<file path="config.mk">
export PLATFORM = sky130hd
export DESIGN_NAME = fetch_sequencer
export DESIGN_NICKNAME = d
export VERILOG_FILES = /design/src/rtl/fetch_sequencer.sv
export SDC_FILE = /design/constraint.sdc
export NUM_CORES = 1
export LEC_CHECK = 0
export BUFFER_PORTS_ARGS = -buffer_cell sky130_fd_sc_hd__buf_4
export CORE_AREA = 5 5 79 81
export DETAILED_ROUTE_END_ITERATION = 6
export DIE_AREA = 0 0 84 86
export PLACE_DENSITY = 0.75
export SETUP_SLACK_MARGIN = 0.1
export SLEW_MARGIN = 40
export SYNTH_ARGS = -nofsm -noshare
export SYNTH_HDL_FRONTEND = slang
export SYNTH_SLANG_ARGS = --single-unit
</file>
<file path="constraint.sdc">
create_clock -name clk -period 2.2 [get_ports clk]
set_clock_uncertainty 0.1 [all_clocks]
set_input_delay 0.22 -clock clk [delete_from_list [all_inputs] [get_ports clk]]
set_output_delay 0.22 -clock clk [all_outputs]
set_load 0.005 [all_outputs]
</file>
<file path="src/rtl/fetch_sequencer.sv">
// -----------------------------------------------------------------------------
// fetch_sequencer
//
// Instruction-fetch controller for the 16-bit core. Owns the program counter.
// It requests a word from instruction memory, holds it for decode until decode
// accepts it, and then picks the next PC. The next PC is sequential, a relative
// branch or an absolute jump.
//
// Ports:
//   clk           rising-edge clock
//   rst           synchronous reset, active-high
//   start         begin or resume fetching (sampled in IDLE / HALTED)
//   halt_req      stop after the current instruction (sampled at accept)
//   mem_req       fetch request to instruction memory
//   mem_addr      fetch address (equals pc)
//   mem_ack       memory returns mem_rdata this cycle
//   mem_rdata     instruction word from memory
//   instr         held instruction word
//   instr_pc      address that instr was fetched from
//   instr_valid   instr / instr_pc valid for decode
//   instr_ready   decode accepts instr this cycle
//   redir_kind    next-PC select at accept: 00 seq, 01 rel, 10 abs, 11 seq
//   redir_offset  relative branch offset (two's complement)
//   redir_target  absolute jump target
//   pc            current PC register
//   halted        high in HALTED
// -----------------------------------------------------------------------------
module fetch_sequencer #(
  parameter int              AW       = 10,
  parameter int              OFFW     = 8,
  parameter logic [AW-1:0]   RESET_PC = '0
) (
  input  logic            clk,
  input  logic            rst,
  input  logic            start,
  input  logic            halt_req,
  output logic            mem_req,
  output logic [AW-1:0]   mem_addr,
  input  logic            mem_ack,
  input  logic [15:0]     mem_rdata,
  output logic [15:0]     instr,
  output logic [AW-1:0]   instr_pc,
  output logic            instr_valid,
  input  logic            instr_ready,
  input  logic [1:0]      redir_kind,
  input  logic [OFFW-1:0] redir_offset,
  input  logic [AW-1:0]   redir_target,
  output logic [AW-1:0]   pc,
  output logic            halted
);

  typedef enum logic [1:0] {
    IDLE   = 2'd0,
    FETCH  = 2'd1,
    HOLD   = 2'd2,
    HALTED = 2'd3
  } state_e;

  state_e        state_q, state_d;
  logic [AW-1:0] pc_q, pc_d;
  logic [15:0]   instr_q, instr_d;
  logic [AW-1:0] instr_pc_q, instr_pc_d;
  // Set for the first FETCH cycle after an accept. The request goes out one
  // cycle later, which spaces accepts three cycles apart.
  logic          gap_q, gap_d;

  logic          accept;
  logic [AW-1:0] next_pc;
  logic [AW-1:0] seq_pc;

  assign accept = instr_valid & instr_ready;
  assign seq_pc = instr_pc_q + AW'(1);

  // Next-PC select. All sums wrap modulo 2^AW. The offset is sign-extended to
  // AW bits by the signed size cast.
  always_comb begin
    next_pc = seq_pc;
    case (redir_kind)
      2'b01:   next_pc = seq_pc + AW'($signed(redir_offset));
      2'b10:   next_pc = redir_target;
      default: next_pc = seq_pc;   // 00 and the reserved 11
    endcase
  end

  // NOTE: every variable gets a default before the case statement. Without the
  // defaults, a path that does not assign a variable would infer a latch.
  always_comb begin
    state_d    = state_q;
    pc_d       = pc_q;
    instr_d    = instr_q;
    instr_pc_d = instr_pc_q;
    gap_d      = gap_q;
    case (state_q)
      IDLE: begin
        if (start) begin
          state_d = FETCH;
          gap_d   = 1'b0;
        end
      end
      FETCH: begin
        if (gap_q) begin
          gap_d = 1'b0;
        end else if (mem_ack) begin
          instr_d    = mem_rdata;
          instr_pc_d = pc_q;
          state_d    = HOLD;
        end
      end
      HOLD: begin
        // redir_* and halt_req only matter in the accept cycle.
        if (accept) begin
          pc_d    = next_pc;
          state_d = halt_req ? HALTED : FETCH;
          gap_d   = ~halt_req;
        end
      end
      HALTED: begin
        if (start) begin
          state_d = FETCH;
          gap_d   = 1'b0;
        end
      end
      default: state_d = IDLE;
    endcase
  end

  // NOTE: sequential state uses non-blocking assignments only. All flops then
  // update together at the edge, whatever order the statements are in.
  always_ff @(posedge clk) begin
    if (rst) begin
      state_q    <= IDLE;
      pc_q       <= RESET_PC;
      instr_q    <= '0;
      instr_pc_q <= '0;
      gap_q      <= 1'b0;
    end else begin
      state_q    <= state_d;
      pc_q       <= pc_d;
      instr_q    <= instr_d;
      instr_pc_q <= instr_pc_d;
      gap_q      <= gap_d;
    end
  end

  // Outputs decode directly from state, so instr_valid (HOLD) and mem_req
  // (FETCH) can never be high together.
  assign mem_req     = (state_q == FETCH) & ~gap_q;
  assign mem_addr    = pc_q;
  assign instr_valid = (state_q == HOLD);
  assign halted      = (state_q == HALTED);
  assign instr       = instr_q;
  assign instr_pc    = instr_pc_q;
  assign pc          = pc_q;

endmodule

</file>
==> qor.yml, run 1 <==
floorplan:
  start_util_pct: 43.1
  die_w_um: 84
  die-height_um: 86
  coreArea_um2: 5410
  die-area_um2: 7220
  ios: 91
  num_rows: 27
power_and_ir_drop:
  power.net_switching_mw: 0.726
  cellPowerDensity_nw_per_um2: 662
  p_leak_nw: 1.56
  netSwitchingFraction_pct: 31.9
  p_clk_share_pct: 30.0
  power.internal_mw: 1.55
  comb_power_share_pct: 32.6
  power_frac_seq_pct: 37.4
  ir_drop_uv: 504
synth:
  syn_avg_cell_area_um2: 7.89
  synth_edf_count: 0
  synth-seq-area-share_pct: 33.5
  synth_compound_area_share_pct: 20.4
  synth_xor_area_share_pct: 5.59
  synth_top_family_by_area: "simple AND/OR/NAND/NOR gates"
  syn_inst: 295
  synth_top_flop_cell: "dfxtp_1"
  synth-seq-cells: 39
  synth.area.mux_share_pct: 1.34
  yosys_warnings: 0
  yosys.area_share.simple_pct: 20.8
  syn-num-nets: 354
  synth.distinct_cells: 49
  synth_area_um2: 2330
  synth_adder_area_share_pct: 9.46
  synthArstFlopShare_pct: 0
cells_and_area:
  most-common-layout-cells: "110 x buf_4, 64 x nand2_1, 35 x a21oi_1, 35 x dfxtp_1, 13 x inv_1"
  diodes: 0
  final_common_cell: "buf_4"
  drive_above_1_share_pct: 41.4
  syn2layout_area_growth_pct: 47.4
  fillers: 487
  regArea_um2: 793
  fin_nets: 449
  multi_input_area_um2: 1510
sta:
  slew_headroom_pct: 64.8
  tns_ns: -0.0836
  min_period_over_period_pct: 102
  tightestPinTransition_ns: 0.528
  hold_viol_final: 0
  slew_viol_final: 0
  timing.final.crit_period_ns: 2.24
  hold_slack_ns: 0.0699
  fmax_mhz: 446
  finalSetupViolCount: 3
  rsz0062_at_grt: "yes"
  fin_ws_ns: -0.0414
clock_network:
  clock-sinks: 39
  cts-root-buf: "clkbuf_8"
  htree_levels: 2
  cts_tree: "built"
  cts_buffer_depth: 2
  cts_buffers: 5
  clk-insertion-delay-late_ns: 0.30
  path_clk_slew_ns: 0.09
  cts_hold_buffers: 0
global_route:
  globalRouteMet3Util_pct: 5.28
  top_usage_layer: "met2"
  grt_pass1_wl_um: 11300
  met2_usage_pct: 31.9
  grt_overflow: 0
  met1_usage_pct: 24.2
  grt_pass1_vias: 2321
  grt_max_degree: 27
  antenna_found_initial: 0
  grt_usage_pct: 19.0
setup_path:
  cp-start-kind: "register"
  cp.required_ns: 2.29
  slowest_stage: "dfxtp_4"
  r2r_start: "instr_pc[0]$_SDFFE_PP0P_"
  critPathMaxFanout: 4
  cp-end-kind: "register"
  critical_path_class: "register to register"
  rr_worst_depth: 9
  crit_start: "instr_pc[0]$_SDFFE_PP0P_"
  crit_path_cell_trace: "ha_4, and3_4, nand3_2, xnor2_2, ha_1, or3_1, o31ai_2, xnor2_1, o22ai_1"
  critPathMaxStageDelay_ns: 0.38
  crit_arrival_ns: 2.33
place:
  numPortBuffers: 90
  dp_hpwl_um: 5090
  gp_congestion: 0.882
detailed_routing:
  drc_errors: 0
  vias: 2367
  vias_per_cell: 5.11
  firstDrtPassIters: 4
  avgRoutedWirePerCell_um: 15.1
  first_iter_violations: 146
  wirelength_um: 6970
  ant_nets: 0
run_status:
  violations: "negative setup slack"
  status: "complete, but fails checks"
min_path:
  min_path_type: "input pin to register"
  hold_depth: 3
  hold_start: "mem_rdata[0]"
run:
  maxCapViolations: 0
cells in the mapped netlist, types with 2 or more instances:
cell	instances	area, µm²
and3_1	3	18.8
mux2i_1	2	20.0
a21o_1	3	22.5
o21ai_1	3	15.0
o22ai_1	4	25.0
xnor2_1	8	70.1
a221oi_1	5	43.8
nor2_1	10	37.5
nor3_1	4	20.0
clkbuf_1	9	33.8
ha_1	16	200
dfxtp_1	39	781
nand2b_1	3	18.8
and2_1	2	12.5
buf_2	3	15.0
xor2_1	5	43.8
a211oi_1	3	22.5
inv_1	16	60.1
or2_2	2	12.5
nand3_1	7	35.0
a21oi_1	38	190
nand4_1	2	12.5
a21oi_2	2	17.5
o21ai_0	7	35.0
nand2_1	65	244
buf_4	11	82.6
routing by layer:
metal,vias up,wire length (µm)
met5,-,0
met4,0,100
met3,11,409
met2,74,3490
met1,1094,2970
li1,1188,-
power groups by stage:
stage | combinational (mW) | sequential (mW) | clock, mW
final | 0.742 | 0.850 | 0.681
after global routing | 0.826 | 0.863 | 0.724
after CTS | 0.729 | 0.850 | 0.689
after detailed placement | 0.705 | 0.868 | 0
after global placement | 0.691 | 0.864 | 0
after floorplan | 0.416 | 0.860 | 0
worst paths after layout:
kind | endpoint | slack, ns
setup / recovery | mem_addr[9]$_SDFFE_PP0P_ | -0.04
setup reg to reg | mem_addr[9]$_SDFFE_PP0P_ | -0.04
hold reg to reg | instr[6]$_SDFFE_PP0P_ | 0.36
hold / removal | instr[0]$_SDFFE_PP0P_ | 0.07
repair_timing:
action,CTS,global route
gates resized for setup,18,12
setup endpoints to repair,6,7
endpoints found under the hold margin,0,0
buffers inserted,6,1
pin swaps,11,10
cells by family (layout without fill, tap and decap cells):
kind of cell | after synthesis | count (layout)
simple gates | 106 | 106
mux | 3 | 3
xor+xnor | 14 | 14
fa+ha+maj | 17 | 17
flops | 39 | 39
buf+inv | 40 | 136
compound gates | 76 | 76
worst max-delay path: cells and delay by family (launching register included):
| family | cells | cell delay (ns) |
|---|---|---|
| AOI/OAI and AO/OA | 2 | 0.30 |
| DFF | 1 | 0.38 |
| xor gates and xnor gates | 2 | 0.32 |
| adders and majority gates | 2 | 0.35 |
| and+or+nand+nor | 3 | 0.69 |
cell type report:
cell class | count | area share [%]
Clock inverter | 2 | 1.09
Clock buffer | 6 | 2.73
Multi-Input combinational cell | 216 | 44.0
Timing Repair Buffer | 112 | 24.7
Sequential cell | 39 | 23.1
Tap cell | 72 | 2.62
Inverter | 16 | 1.75
flip-flops by register name, summed over array words and instances (netlist names):
name      flops
mem_addr     10
gap_q         1
state_q       2
instr        16
instr_pc     10
through the flow:
stage,power (mW),area [µm²],worst slack [ns],utilization (%),std cells
global placement,1.56,3110,-0.104,57.5,448
global route,2.41,3430,-0.134,63.5,463
finish,2.27,3430,-0.0414,63.5,463
floorplan,1.28,2370,0.00118,-,295
detailed placement,1.57,3110,-0.124,57.5,448
CTS,2.27,3360,-0.0404,62.2,462
Note: power is estimated with default switching activity, not from simulation.
==> inputs of run 2 (changes only) <==
--- a/config.mk
+++ b/config.mk
@@ -12,3 +12,3 @@
 export PLACE_DENSITY = 0.75
-export SETUP_SLACK_MARGIN = 0.1
+export SETUP_SLACK_MARGIN = 0.4
 export SLEW_MARGIN = 40
==> constraint.sdc (replaced) <==
create_clock -name clk -period 2.2 [get_ports clk]
set_clock_uncertainty 0.1 [all_clocks]
set_input_delay 0.11 -clock clk [delete_from_list [all_inputs] [get_ports clk]]
set_output_delay 0.11 -clock clk [all_outputs]
set_load 0.005 [all_outputs]
==> run 2 against run 1 <==
Compared with the run above:
- the run still ends with negative setup slack left
- register-to-register slack worse by 0.06 ns
- setup slack worse by 0.057 ns
- sequential cell count unchanged
- non-clock buffer count up 19
- power down 7.5%
- via count up 7.2%
- critical endpoint unchanged
==> qor.yml, run 2 (synthesized netlist as in run 1, its figures left out) <==
run_status:
  status: "complete, but fails checks"
  violations: "negative setup slack"
setup_path:
  critPathMaxStageDelay_ns: 0.39
  cp-start-kind: "register"
  cp.required_ns: 2.27
  crit_path_cell_trace: "ha_4, and3_4, nand3_4, xnor2_2, ha_2, or3_4, o31ai_4, xnor2_1, o22ai_1"
  cp-end-kind: "register"
  r2r_start: "instr_pc[0]$_SDFFE_PP0P_"
  critical_path_class: "register to register"
  slowest_stage: "dfxtp_4"
  crit_start: "instr_pc[0]$_SDFFE_PP0P_"
  critPathMaxFanout: 5
  crit_arrival_ns: 2.37
floorplan:
  die_w_um: 84
  ios: 91
  die-area_um2: 7220
  die-height_um: 86
  num_rows: 27
  coreArea_um2: 5410
  start_util_pct: 43.1
cells_and_area:
  final_common_cell: "buf_4"
  drive_above_1_share_pct: 41.5
  largest_register_ffs: 16
  final_area_um2: 3680
  fin_nets: 468
  most-common-layout-cells: "111 x buf_4, 65 x nand2_1, 35 x a21oi_1"
  diodes: 0
  fillers: 452
  syn2layout_area_growth_pct: 58.2
detailed_routing:
  drc_errors: 0
  vias_per_cell: 5.27
  first_iter_violations: 158
  wirelength_um: 7370
  ant_nets: 0
  firstDrtPassIters: 4
  avgRoutedWirePerCell_um: 15.3
  vias: 2538
place:
  numPortBuffers: 90
  dp_hpwl_um: 5160
  gp_congestion: 0.843
  placed_area_um2: 3150
sta:
  rsz0062_at_grt: "yes"
  finalSetupViolCount: 5
  timing.final.crit_period_ns: 2.30
  slew_viol_final: 0
  fmax_mhz: 435
  fin_ws_ns: -0.0984
  min_period_over_period_pct: 104
  tightestPinTransition_ns: 0.494
  hold_slack_ns: 0.0431
  hold_viol_final: 0
  slew_headroom_pct: 67.1
power_and_ir_drop:
  power.internal_mw: 1.39
  power.net_switching_mw: 0.712
  netSwitchingFraction_pct: 33.9
  comb_power_share_pct: 37.0
  cellPowerDensity_nw_per_um2: 570
  p_leak_nw: 1.63
  power_frac_seq_pct: 40.5
  ir_drop_uv: 585
  p_clk_share_pct: 22.6
clock_network:
  htree_levels: 2
  cts_buffers: 5
  cts_buffer_depth: 2
  cts-root-buf: "clkbuf_8"
  clock-sinks: 39
  path_clk_slew_ns: 0.08
  clk-insertion-delay-late_ns: 0.29
  cts_tree: "built"
global_route:
  grt_usage_pct: 19.4
  grt_pass1_wl_um: 11500
  grt_pass1_vias: 2377
  grt_max_degree: 38
  antenna_found_initial: 0
  grt_overflow: 0
min_path:
  min_path_type: "input pin to register"
  hold_start: "halt_req"
run:
  maxCapViolations: 0
run 2: changes by cell type in the layout (fill, tap and decap cells not counted), sizes merged:
cell / change
dlygate4sd3: +17
buf: +2
bufinv: -1
clkinv: +1
clkinvlp: -1
inv: +1
run 2: area by class of cell:
class | count | area, µm² | share of cell area (%)
clock buffer | 6 | 72.6 | 1.97
clock inverter | 2 | 11.3 | 0.306
inverter | 16 | 62.6 | 1.70
multi-input combinational | 216 | 1610 | 43.6
sequential | 39 | 797 | 21.6
tap | 72 | 90.1 | 2.44
timing repair buffer | 131 | 1050 | 28.4
run 2: path summary, 6_finish.rpt:
kind,slack [ns],cells past startpoint,endpoint
setup / recovery,-0.1,9,mem_addr[9]$_SDFFE_PP0P_
hold reg to reg,0.35,2,instr[4]$_SDFFE_PP0P_
setup reg to reg,-0.1,9,mem_addr[9]$_SDFFE_PP0P_
hold / removal,0.04,4,gap_q$_SDFFE_PP0P_
run 2: timing repair:
action	4_1_cts	5_1_grt
hold buffers	17	0
buffers inserted	0	4
endpoints found under the hold margin	17	0
endpoints found under the setup margin	9	21
pin swaps	3	15
gates resized for setup	8	35
run 2: critical path: cells and delay by family, from the launching register on:
kind	cells	cell delay [ns]
adder cells (fa/ha/maj)	2	0.35
AO/OA/AOI/OAI	2	0.33
XOR/XNOR	2	0.32
flip-flops	1	0.39
AND/OR/NAND/NOR	3	0.69
run 2: through the flow:
| stage | cells | util (%) | worst slack (ns) | setup TNS [ns] | power [mW] |
|---|---|---|---|---|---|
| after detailed placement | 453 | 58.3 | -0.147 | -0.308 | 1.58 |
| final | 482 | 68.2 | -0.0984 | -0.327 | 2.10 |
| after global placement | 453 | 58.3 | -0.0411 | -0.0748 | 1.56 |
| after CTS | 478 | 63.7 | -0.0627 | -0.205 | 2.09 |
| after global routing | 482 | 68.2 | -0.193 | -0.822 | 2.25 |
| after floorplan | 295 | - | 0.00150 | 0 | 1.28 |
run 2: per-layer routing:
layer	up-vias	global-route usage (%)	wire length [µm]
met5	-	0	0
met4	0	4.39	99
met3	11	5.86	509
met2	99	33.8	3800
met1	1200	23.6	2970
li1	1228	-	-
run 2: power by group through the flow:
stage | clock, mW | sequential [mW] | combinational (mW)
after CTS | 0.492 | 0.852 | 0.742
after detailed placement | 0 | 0.869 | 0.711
after global routing | 0.523 | 0.865 | 0.863
after floorplan | 0 | 0.860 | 0.418
after global placement | 0 | 0.864 | 0.697
final | 0.474 | 0.851 | 0.777
